--- src/rtl/pong_pkg.sv ---
// Shared types for the paddle controller: key direction and auto-repeat FSM states.
package pong_pkg;

  typedef enum logic [1:0] {
    DIR_NONE = 2'd0,
    DIR_UP   = 2'd1,
    DIR_DOWN = 2'd2
  } dir_t;

  typedef enum logic [1:0] {
    ST_IDLE   = 2'd0,
    ST_HOLD   = 2'd1,
    ST_REPEAT = 2'd2
  } rep_state_t;

  // Both keys pressed together cancel out.
  function automatic dir_t decode_dir(input logic up, input logic down);
    if (up && !down)      return DIR_UP;
    else if (down && !up) return DIR_DOWN;
    else                  return DIR_NONE;
  endfunction

endpackage

--- src/rtl/paddle_ctrl_if.sv ---
// Key/width requests in, paddle occupancy and position status out.
interface paddle_ctrl_if #(
  parameter int FIELD = 16,
  parameter int MAX_W = 8
) ();
  localparam int WB = $clog2(MAX_W + 1);
  localparam int PB = $clog2(FIELD);

  logic [WB-1:0]    width;
  logic             up;
  logic             down;
  logic [FIELD-1:0] paddle_o;
  logic [PB-1:0]    pos_o;
  logic             at_top;
  logic             at_bottom;

  modport master (
    output width, up, down,
    input  paddle_o, pos_o, at_top, at_bottom
  );

  modport slave (
    input  width, up, down,
    output paddle_o, pos_o, at_top, at_bottom
  );
endinterface

--- src/rtl/paddle_ctrl_key_repeat.sv ---
// Typematic key repeat: one step on press, a second after DELAY cycles, then one every RATE.
//
// state     | meaning
// ----------+------------------------------------------------------
// ST_IDLE   | no key held; a new direction steps at once
// ST_HOLD   | first step taken, counting towards the initial delay
// ST_REPEAT | auto-repeating, one step every RATE cycles
module key_repeat
  import pong_pkg::*;
#(
  parameter int DELAY = 8,
  parameter int RATE  = 2
) (
  input  logic clk,
  input  logic reset_n,
  input  dir_t dir,
  output logic step,
  output dir_t step_dir
);

  localparam int CMAX = (DELAY > RATE) ? DELAY : RATE;
  localparam int CW   = $clog2(CMAX + 1);

  rep_state_t    state;
  dir_t          ldir;
  logic [CW-1:0] cnt;

  logic hold_done;
  logic rate_done;

  assign hold_done = (cnt == CW'(DELAY - 1));
  assign rate_done = (cnt == CW'(RATE - 1));

  // Strobe is combinational so the first step lands on the edge the key is first seen.
  always_comb begin
    step     = 1'b0;
    step_dir = dir;
    case (state)
      ST_IDLE:   step = (dir != DIR_NONE);
      ST_HOLD:   step = (dir == ldir) && hold_done;
      ST_REPEAT: step = (dir == ldir) && rate_done;
      default:   step = 1'b0;
    endcase
  end

  always_ff @(posedge clk) begin
    if (!reset_n) begin
      state <= ST_IDLE;
      ldir  <= DIR_NONE;
      cnt   <= '0;
    end else begin
      case (state)
        ST_IDLE: begin
          if (dir != DIR_NONE) begin
            ldir  <= dir;
            cnt   <= '0;
            state <= ST_HOLD;
          end
        end
        ST_HOLD: begin
          if (dir != ldir) begin
            ldir  <= DIR_NONE;
            cnt   <= '0;
            state <= ST_IDLE;
          end else if (hold_done) begin
            cnt   <= '0;
            state <= ST_REPEAT;
          end else begin
            cnt <= cnt + CW'(1);
          end
        end
        ST_REPEAT: begin
          if (dir != ldir) begin
            ldir  <= DIR_NONE;
            cnt   <= '0;
            state <= ST_IDLE;
          end else if (rate_done) begin
            cnt <= '0;
          end else begin
            cnt <= cnt + CW'(1);
          end
        end
        default: begin
          ldir  <= DIR_NONE;
          cnt   <= '0;
          state <= ST_IDLE;
        end
      endcase
    end
  end

endmodule

--- src/rtl/paddle_ctrl.sv ---
// Paddle position/width register and occupancy mask, stepped by the key_repeat strobe.
module paddle_ctrl
  import pong_pkg::*;
#(
  parameter int FIELD = 16,
  parameter int MAX_W = 8,
  parameter int DELAY = 8,
  parameter int RATE  = 2
) (
  input  logic          clk,
  input  logic          reset_n,
  paddle_ctrl_if.slave  bus
);

  localparam int WB = $clog2(MAX_W + 1);
  localparam int PB = $clog2(FIELD);
  localparam int SW = $clog2(FIELD + 1) + 1;

  logic [WB-1:0] w_eff;
  logic [WB-1:0] w_q;
  logic [PB-1:0] pos_q;
  logic [SW-1:0] end_eff;
  logic [SW-1:0] span;
  logic          step;
  dir_t          step_dir;

  always_comb begin
    w_eff = bus.width;
    if (bus.width == '0)              w_eff = WB'(1);
    else if (bus.width > WB'(MAX_W))  w_eff = WB'(MAX_W);
  end

  assign end_eff = SW'(pos_q) + SW'(w_eff);
  assign span    = SW'(FIELD) - SW'(w_eff);

  key_repeat #(
    .DELAY (DELAY),
    .RATE  (RATE)
  ) u_key_repeat (
    .clk      (clk),
    .reset_n  (reset_n),
    .dir      (decode_dir(bus.up, bus.down)),
    .step     (step),
    .step_dir (step_dir)
  );

  // A width increase that would push the paddle past the bottom wins over any step.
  always_ff @(posedge clk) begin
    w_q <= w_eff;
    if (!reset_n) begin
      pos_q <= PB'(span >> 1);
    end else if (end_eff > SW'(FIELD)) begin
      pos_q <= PB'(span);
    end else if (step) begin
      if (step_dir == DIR_UP && pos_q != '0)
        pos_q <= pos_q - PB'(1);
      else if (step_dir == DIR_DOWN && end_eff < SW'(FIELD))
        pos_q <= pos_q + PB'(1);
    end
  end

  assign bus.paddle_o  = (~({FIELD{1'b1}} << w_q)) << pos_q;
  assign bus.pos_o     = pos_q;
  assign bus.at_top    = (pos_q == '0);
  assign bus.at_bottom = ((SW'(pos_q) + SW'(w_q)) == SW'(FIELD));

endmodule

--- src/flat_wrapper.sv ---
// flat-port wrapper written by rule: the top's interface ports become plain ports
module paddle_ctrl_flat import pong_pkg::*;
#(
  parameter int FIELD = 16,
  parameter int MAX_W = 8,
  parameter int DELAY = 8,
  parameter int RATE  = 2
)
  (clk, reset_n, bus_width, bus_up, bus_down, bus_paddle_o, bus_pos_o, bus_at_top, bus_at_bottom);
  paddle_ctrl_if #(.FIELD(FIELD), .MAX_W(MAX_W)) bus_i ();
  input  logic clk;
  input  logic reset_n;
  input wire logic [$bits(bus_i.width)-1:0] bus_width;
  input wire logic [$bits(bus_i.up)-1:0] bus_up;
  input wire logic [$bits(bus_i.down)-1:0] bus_down;
  output wire logic [$bits(bus_i.paddle_o)-1:0] bus_paddle_o;
  output wire logic [$bits(bus_i.pos_o)-1:0] bus_pos_o;
  output wire logic [$bits(bus_i.at_top)-1:0] bus_at_top;
  output wire logic [$bits(bus_i.at_bottom)-1:0] bus_at_bottom;
  assign bus_i.width = bus_width;
  assign bus_i.up = bus_up;
  assign bus_i.down = bus_down;
  assign bus_paddle_o = bus_i.paddle_o;
  assign bus_pos_o = bus_i.pos_o;
  assign bus_at_top = bus_i.at_top;
  assign bus_at_bottom = bus_i.at_bottom;
  paddle_ctrl #(.FIELD(FIELD), .MAX_W(MAX_W), .DELAY(DELAY), .RATE(RATE)) u_core (.clk(clk), .reset_n(reset_n), .bus(bus_i));
endmodule
--- config.mk ---
export PLATFORM = sky130hd
export DESIGN_NAME = paddle_ctrl_flat
export DESIGN_NICKNAME = d
export VERILOG_FILES = /design/src/rtl/pong_pkg.sv /design/src/rtl/paddle_ctrl_if.sv /design/src/rtl/paddle_ctrl_key_repeat.sv /design/src/rtl/paddle_ctrl.sv /design/src/flat_wrapper.sv
export SDC_FILE = /design/constraint.sdc
export NUM_CORES = 1
export LEC_CHECK = 0
export ABC_CLOCK_PERIOD_IN_PS = 3500
export CAP_MARGIN = 20
export CELL_PAD_IN_SITES_DETAIL_PLACEMENT = 1
export CELL_PAD_IN_SITES_GLOBAL_PLACEMENT = 2
export CORE_UTILIZATION = 37
export DETAILED_ROUTE_END_ITERATION = 7
export DONT_BUFFER_PORTS = 1
export PLACE_DENSITY_LB_ADDON = 0.12
export SLEW_MARGIN = 25
export SYNTH_ARGS = -nofsm -noshare
export SYNTH_HDL_FRONTEND = slang
export SYNTH_SLANG_ARGS = --single-unit
--- constraint.sdc ---
create_clock -name clk -period 3.5 [get_ports clk]
set_input_delay 0.7 -clock clk [delete_from_list [all_inputs] [get_ports clk]]
set_output_delay 0.7 -clock clk [all_outputs]
set_load 0.005 [all_outputs]
==> qor.txt, run 1 <==
Max Cap Viol - 0
hold endpoint - u_core.w_q[3]$_DFF_P_
Final Non-Filler Cells - 290
outcome - complete, no violations
initial cell density of the core - 0.3844
number of antenna violations at the first check in global routing - 0
Least-Margin Pin Slew - 739.8 ps
Num Clock Sinks - 16
CTS hold repair buffers - 0
r2r setup slk - 560 ps
Post-synth top flop - dfxtp_1
critical path arrival - 2310 ps
HP Start - bus_width[3]
Die Height - 72.05 µm
Final min period - 3015 ps
max-slew violations - 0
TritonRoute pass-1 iters - 4
Tot GR Track Use - 0.2025
Vias - 1,668
vias in the first global route - 1,688
wire length per cell - 16.85 µm
Syn Nets - 260
DRC marker count from the first detailed-route iteration - 51
CTS Buf Count - 3
most frequent cells in the layout - inv_1 (20), ha_1 (20), nor2_1 (19)
r2r endpoint - u_core.bus.pos_o[3]$_DFFE_PP_
Layout area overhead - 5.582%
Worst Hold Depth - 0
TNS Setup - 0 ps
Post-DRT Antenna Nets - 0
Placed Cells incl. Taps - 286
#FFs+latches synth - 16
CP Data Required Time - 2800 ps
Worst R2R Start - u_core.bus.pos_o[0]$_DFFE_PP_
layout cells sized above 1 - 0.07175
drt drc - 0
Synth warnings - 0
Max H-tree Level - 1
final setup violation count - 0
final WL - 4887 µm
fmax - 331.7 MHz
FF/Latch Area - 360.3 µm²
P_leak - 0.7821 nW
Worst-Skew Late Latency - 250 ps
Pwr Density - 649.6 nW/µm²
CP cell instances - ha_1, inv_1, fa_1, mux2_2, nor4b_1
CTS max path bufs - 2
normalized max-slew margin - 0.5061
Worst Setup Start Kind - flop
GPL Wtd Cong - 0.7819
Worst Setup SP - u_core.bus.pos_o[0]$_DFFE_PP_
Synth cell types - 56
clock transition at the registers of the reported paths - 70 ps
Die Wd - 72.05 µm
Crit Path Max Fanout - 14
cell count after synthesis - 229
Crit Path Category - reg2out
placed cell areas - 1872 µm²
Vias per Instance - 5.752
Peak VDD IR - 0.0003636 V
synthesized area - 1815 µm²
Crit path max-delay family - flip-flops
final period utilization - 0.8614
PostCTS Resize Cnt - 0
utilization after layout - 0.4058
first-pass GRT wire length - 8286 µm
CORE AREA - 4723 µm²
pin count of the biggest net entering global routing - 27
I/O Pins - 30
Root Buffer - clkbuf_8
hpwl dp - 3762 µm
Post-CTS Repair Setup Buffers - 0
multi-input logic area - 1330 µm²
fin nets - 255
slowest stage delay, CP - 670 ps
final hold violation count - 0
PortBufs - 0
sequential fraction of the synthesis area - 0.1985
antenna diode count - 0
row cnt - 25
nature of the critical path endpoint - primary output
# fillers - 580
hold crit path type - in2reg
post-route cell area - 1917 µm²
Die Area - 5191 µm²
Final Skew - 1.897 ps
number of enable flip-flop cells after synthesis - 4
R2R depth - 7
RSZ-0062 raised after global routing - no
Worst path slowest cell - edfxtp_1
Buf+Inv Stages, Crit Path - 1
Post-synth ARST share - 0
grt total ovfl - 0
Syn Area/Cell - 7.928 µm²
TritonCTS clock tree - done
[where the power goes]
| group | internal (mW) | switching, mW |
|---|---|---|
| clock | 0.0778 | 0.0694 |
| combinational | 0.332 | 0.486 |
| sequential | 0.233 | 0.0464 |
[metal layers]
layer | vias to the layer above | track usage | routed length, µm
li1 | 817 | - | -
met4 | 0 | 0.03268 | 25
met5 | - | 0 | 0
met2 | 21 | 0.3868 | 2637
met3 | 2 | 0.02639 | 114
met1 | 828 | 0.2444 | 2110
[layout make-up]
cell class,count,area share
Multi-Input combinational cell,180,0.6939
Sequential cell,16,0.1880
Tap cell,67,0.04373
Inverter,20,0.03916
Clock buffer,3,0.02154
Timing Repair Buffer,3,0.01175
Clock inverter,1,0.001958
[logic make-up (layout without fill, tap and decap cells)]
family,Yosys count,in the layout,share of synthesized area
fa+ha+maj,26,26,0.1881
flops,16,16,0.1985
simple gates,76,76,0.2412
compound gates,66,66,0.2392
buf+inv,33,27,0.06891
mux,6,6,0.03515
xor+xnor,6,6,0.02895
[sequential cells by signal, summed over array words and instances (netlist names)]
register / count
u_core.bus.pos_o: 4
u_core.u_key_repeat.cnt: 4
u_core.u_key_repeat.ldir: 2
u_core.u_key_repeat.state: 2
u_core.w_q: 4
[Yosys cell counts, types with 4 or more instances]
cell | count | area share
ha_1 | 20 | 0.14
inv_1 | 20 | 0.041
nor2_1 | 19 | 0.039
a21oi_1 | 15 | 0.041
clkbuf_1 | 12 | 0.025
dfxtp_1 | 12 | 0.13
o21ai_0 | 12 | 0.033
nand2_1 | 11 | 0.023
nor3_1 | 6 | 0.017
o22ai_1 | 6 | 0.021
a21o_1 | 5 | 0.021
and2_1 | 5 | 0.017
nor2b_1 | 5 | 0.017
edfxtp_1 | 4 | 0.066
nand2b_1 | 4 | 0.014
[worst max path at each step]
| stage | end | slack [ps] | cells past startpoint |
|---|---|---|---|
| after floorplan | u_core.bus.pos_o[0]$_DFFE_PP_ | 660 | 10 |
| after global placement | u_core.bus.pos_o[0]$_DFFE_PP_ | 540 | 11 |
| after detailed placement | u_core.bus.pos_o[3]$_DFFE_PP_ | 360 | 10 |
| after CTS | bus_at_bottom | 450 | 5 |
| after global routing | bus_at_bottom | 310 | 5 |
| final | bus_at_bottom | 490 | 5 |
[through the flow]
stage / hold slack (ps) / setup WS, ps / total power [mW]
2_1_floorplan: 464.3 / 660.2 / 0.9061
3_3_place_gp: 494.4 / 540.7 / 1.057
3_5_place_dp: 505.7 / 355.4 / 1.099
4_1_cts: 468.3 / 450.0 / 1.251
5_1_grt: 462.9 / 308.1 / 1.361
6_report: 471.3 / 485.0 / 1.245
Note: power is estimated with default switching activity, not from simulation.
==> run 2: changes to the inputs <==
- PLACE_DENSITY: not set -> 0.76
- PLACE_DENSITY_LB_ADDON: 0.12 -> not set
- TNS_END_PERCENT: not set -> 10
==> run 2 against run 1 <==
- worst hold slack lost 2.5 ps
- power is 0.83% lower
- core utilization stayed put
- worst setup slack worse by 27 ps
- non-clock buffer count is the same
- clock power is 3% lower
- via count down 0.90%
- critical endpoint unchanged
- largest cell class unchanged
==> qor.txt, run 2 (synthesis gave the netlist of run 1 again) <==
drt drc - 0
CTS max path bufs - 2
CP Data Required Time - 2800 ps
TNS Setup - 0 ps
CTS hold repair buffers - 0
Final Skew - 7.410 ps
Vias - 1,653
# fillers - 592
wire length per cell - 16.73 µm
vias in the first global route - 1,672
Worst path slowest cell - edfxtp_1
antenna diode count - 0
hold crit path type - in2reg
Worst-Skew Late Latency - 250 ps
DRC marker count from the first detailed-route iteration - 50
Buf+Inv Stages, Crit Path - 1
first-pass GRT wire length - 8079 µm
final period utilization - 0.8692
slowest stage delay, CP - 660 ps
Root Buffer - clkbuf_8
fin nets - 255
Die Wd - 72.05 µm
pin count of the biggest net entering global routing - 27
Least-Margin Pin Slew - 730.1 ps
Max Cap Viol - 0
final setup violation count - 0
CP cell instances - ha_1, inv_1, fa_1, mux2_2, nor4b_1
most frequent cells in the layout - inv_1 (20), ha_1 (20), nor2_1 (19)
nature of the critical path endpoint - primary output
final WL - 4853 µm
r2r setup slk - 700 ps
Max H-tree Level - 1
outcome - complete, no violations
Tot GR Track Use - 0.1944
TritonCTS clock tree - done
Pwr Density - 644.3 nW/µm²
max-slew violations - 0
Die Area - 5191 µm²
clock transition at the registers of the reported paths - 70 ps
Crit Path Max Fanout - 14
fmax - 328.7 MHz
hold_ws - 468.8 ps
Post-CTS Repair Setup Buffers - 0
Peak VDD IR - 0.0002811 V
P_leak - 0.7821 nW
CTS Buf Count - 3
Die Height - 72.05 µm
grt total ovfl - 0
number of antenna violations at the first check in global routing - 0
I/O Pins - 30
Post-DRT Antenna Nets - 0
Crit path max-delay family - adder cells
layout cells sized above 1 - 0.07175
Num Clock Sinks - 16
Final min period - 3042 ps
RSZ-0062 raised after global routing - no
Layout area overhead - 5.582%
TritonRoute pass-1 iters - 2
Worst Setup Start Kind - flop
CORE AREA - 4723 µm²
GPL Wtd Cong - 0.7972
final hold violation count - 0
PostCTS Resize Cnt - 0
critical path arrival - 2340 ps
hpwl dp - 3820 µm
row cnt - 25
Vias per Instance - 5.700
initial cell density of the core - 0.3844
PortBufs - 0
Crit Path Category - reg2out
normalized max-slew margin - 0.5126
==> run 2: cell counts in the layout (fill, tap and decap cells not counted) <==
No cell type changed its count.
==> run 2: stage by stage <==
stage	cells	total power, mW	area, µm²	setup slack, ps	utilization
floorplan	229	0.9061	1815	660.2	-
CTS	290	1.246	1917	419.3	0.4058
finish	290	1.235	1917	457.8	0.4058
global route	290	1.347	1917	263.7	0.4058
global placement	286	1.054	1872	544.0	0.3963
detailed placement	286	1.101	1872	409.5	0.3963
==> run 2: area by class of cell <==
cell class              count  area, µm²  area share
flip-flops and latches     16      360.3      0.1880
repair buffers              3      22.52     0.01175
clock buffers               3      41.29     0.02154
inverters                  20      75.07     0.03916
multi-input cells         180       1330      0.6939
clock inverters             1      3.754    0.001958
well taps                  67      83.83     0.04373
==> run 2: final timing paths <==
path	from	endpoint	cells past startpoint
max	u_core.bus.pos_o[0]$_DFFE_PP_	bus_at_bottom	5
min	bus_width[3]	u_core.w_q[3]$_DFF_P_	0
max reg2reg	u_core.bus.pos_o[0]$_DFFE_PP_	u_core.bus.pos_o[1]$_DFFE_PP_	7
min reg2reg	u_core.u_key_repeat.state[1]$_SDFFE_PN0P_	u_core.u_key_repeat.state[1]$_SDFFE_PN0P_	2
==> run 2: where the power goes <==
part           total [mW]  internal [mW]  switching (mW)
Combinational       0.811          0.332           0.480
Clock               0.143         0.0778          0.0652
Sequential          0.281          0.234          0.0471
==> run 2: worst reg2reg max path: stages, from the launching register on <==
cell and delay (ps):
edfxtp_1 660, ha_1 270, inv_1 60, fa_1 460
nor3b_1 160, and4b_1 230, nor4_4 380, or3_1 270
==> run 2: metal layers <==
metal	track usage	share of wire	vias to the layer above
met5	0	0	-
met4	0.03704	0.0076	0
met3	0.02361	0.017	4
met2	0.3774	0.53	13
met1	0.2284	0.44	816
li1	-	-	820
==> run 3: changes to the inputs <==
- SLEW_MARGIN: 25 -> 10
==> results of run 3 <==
Final layout, timing and power as in run 2 (identical DEF).
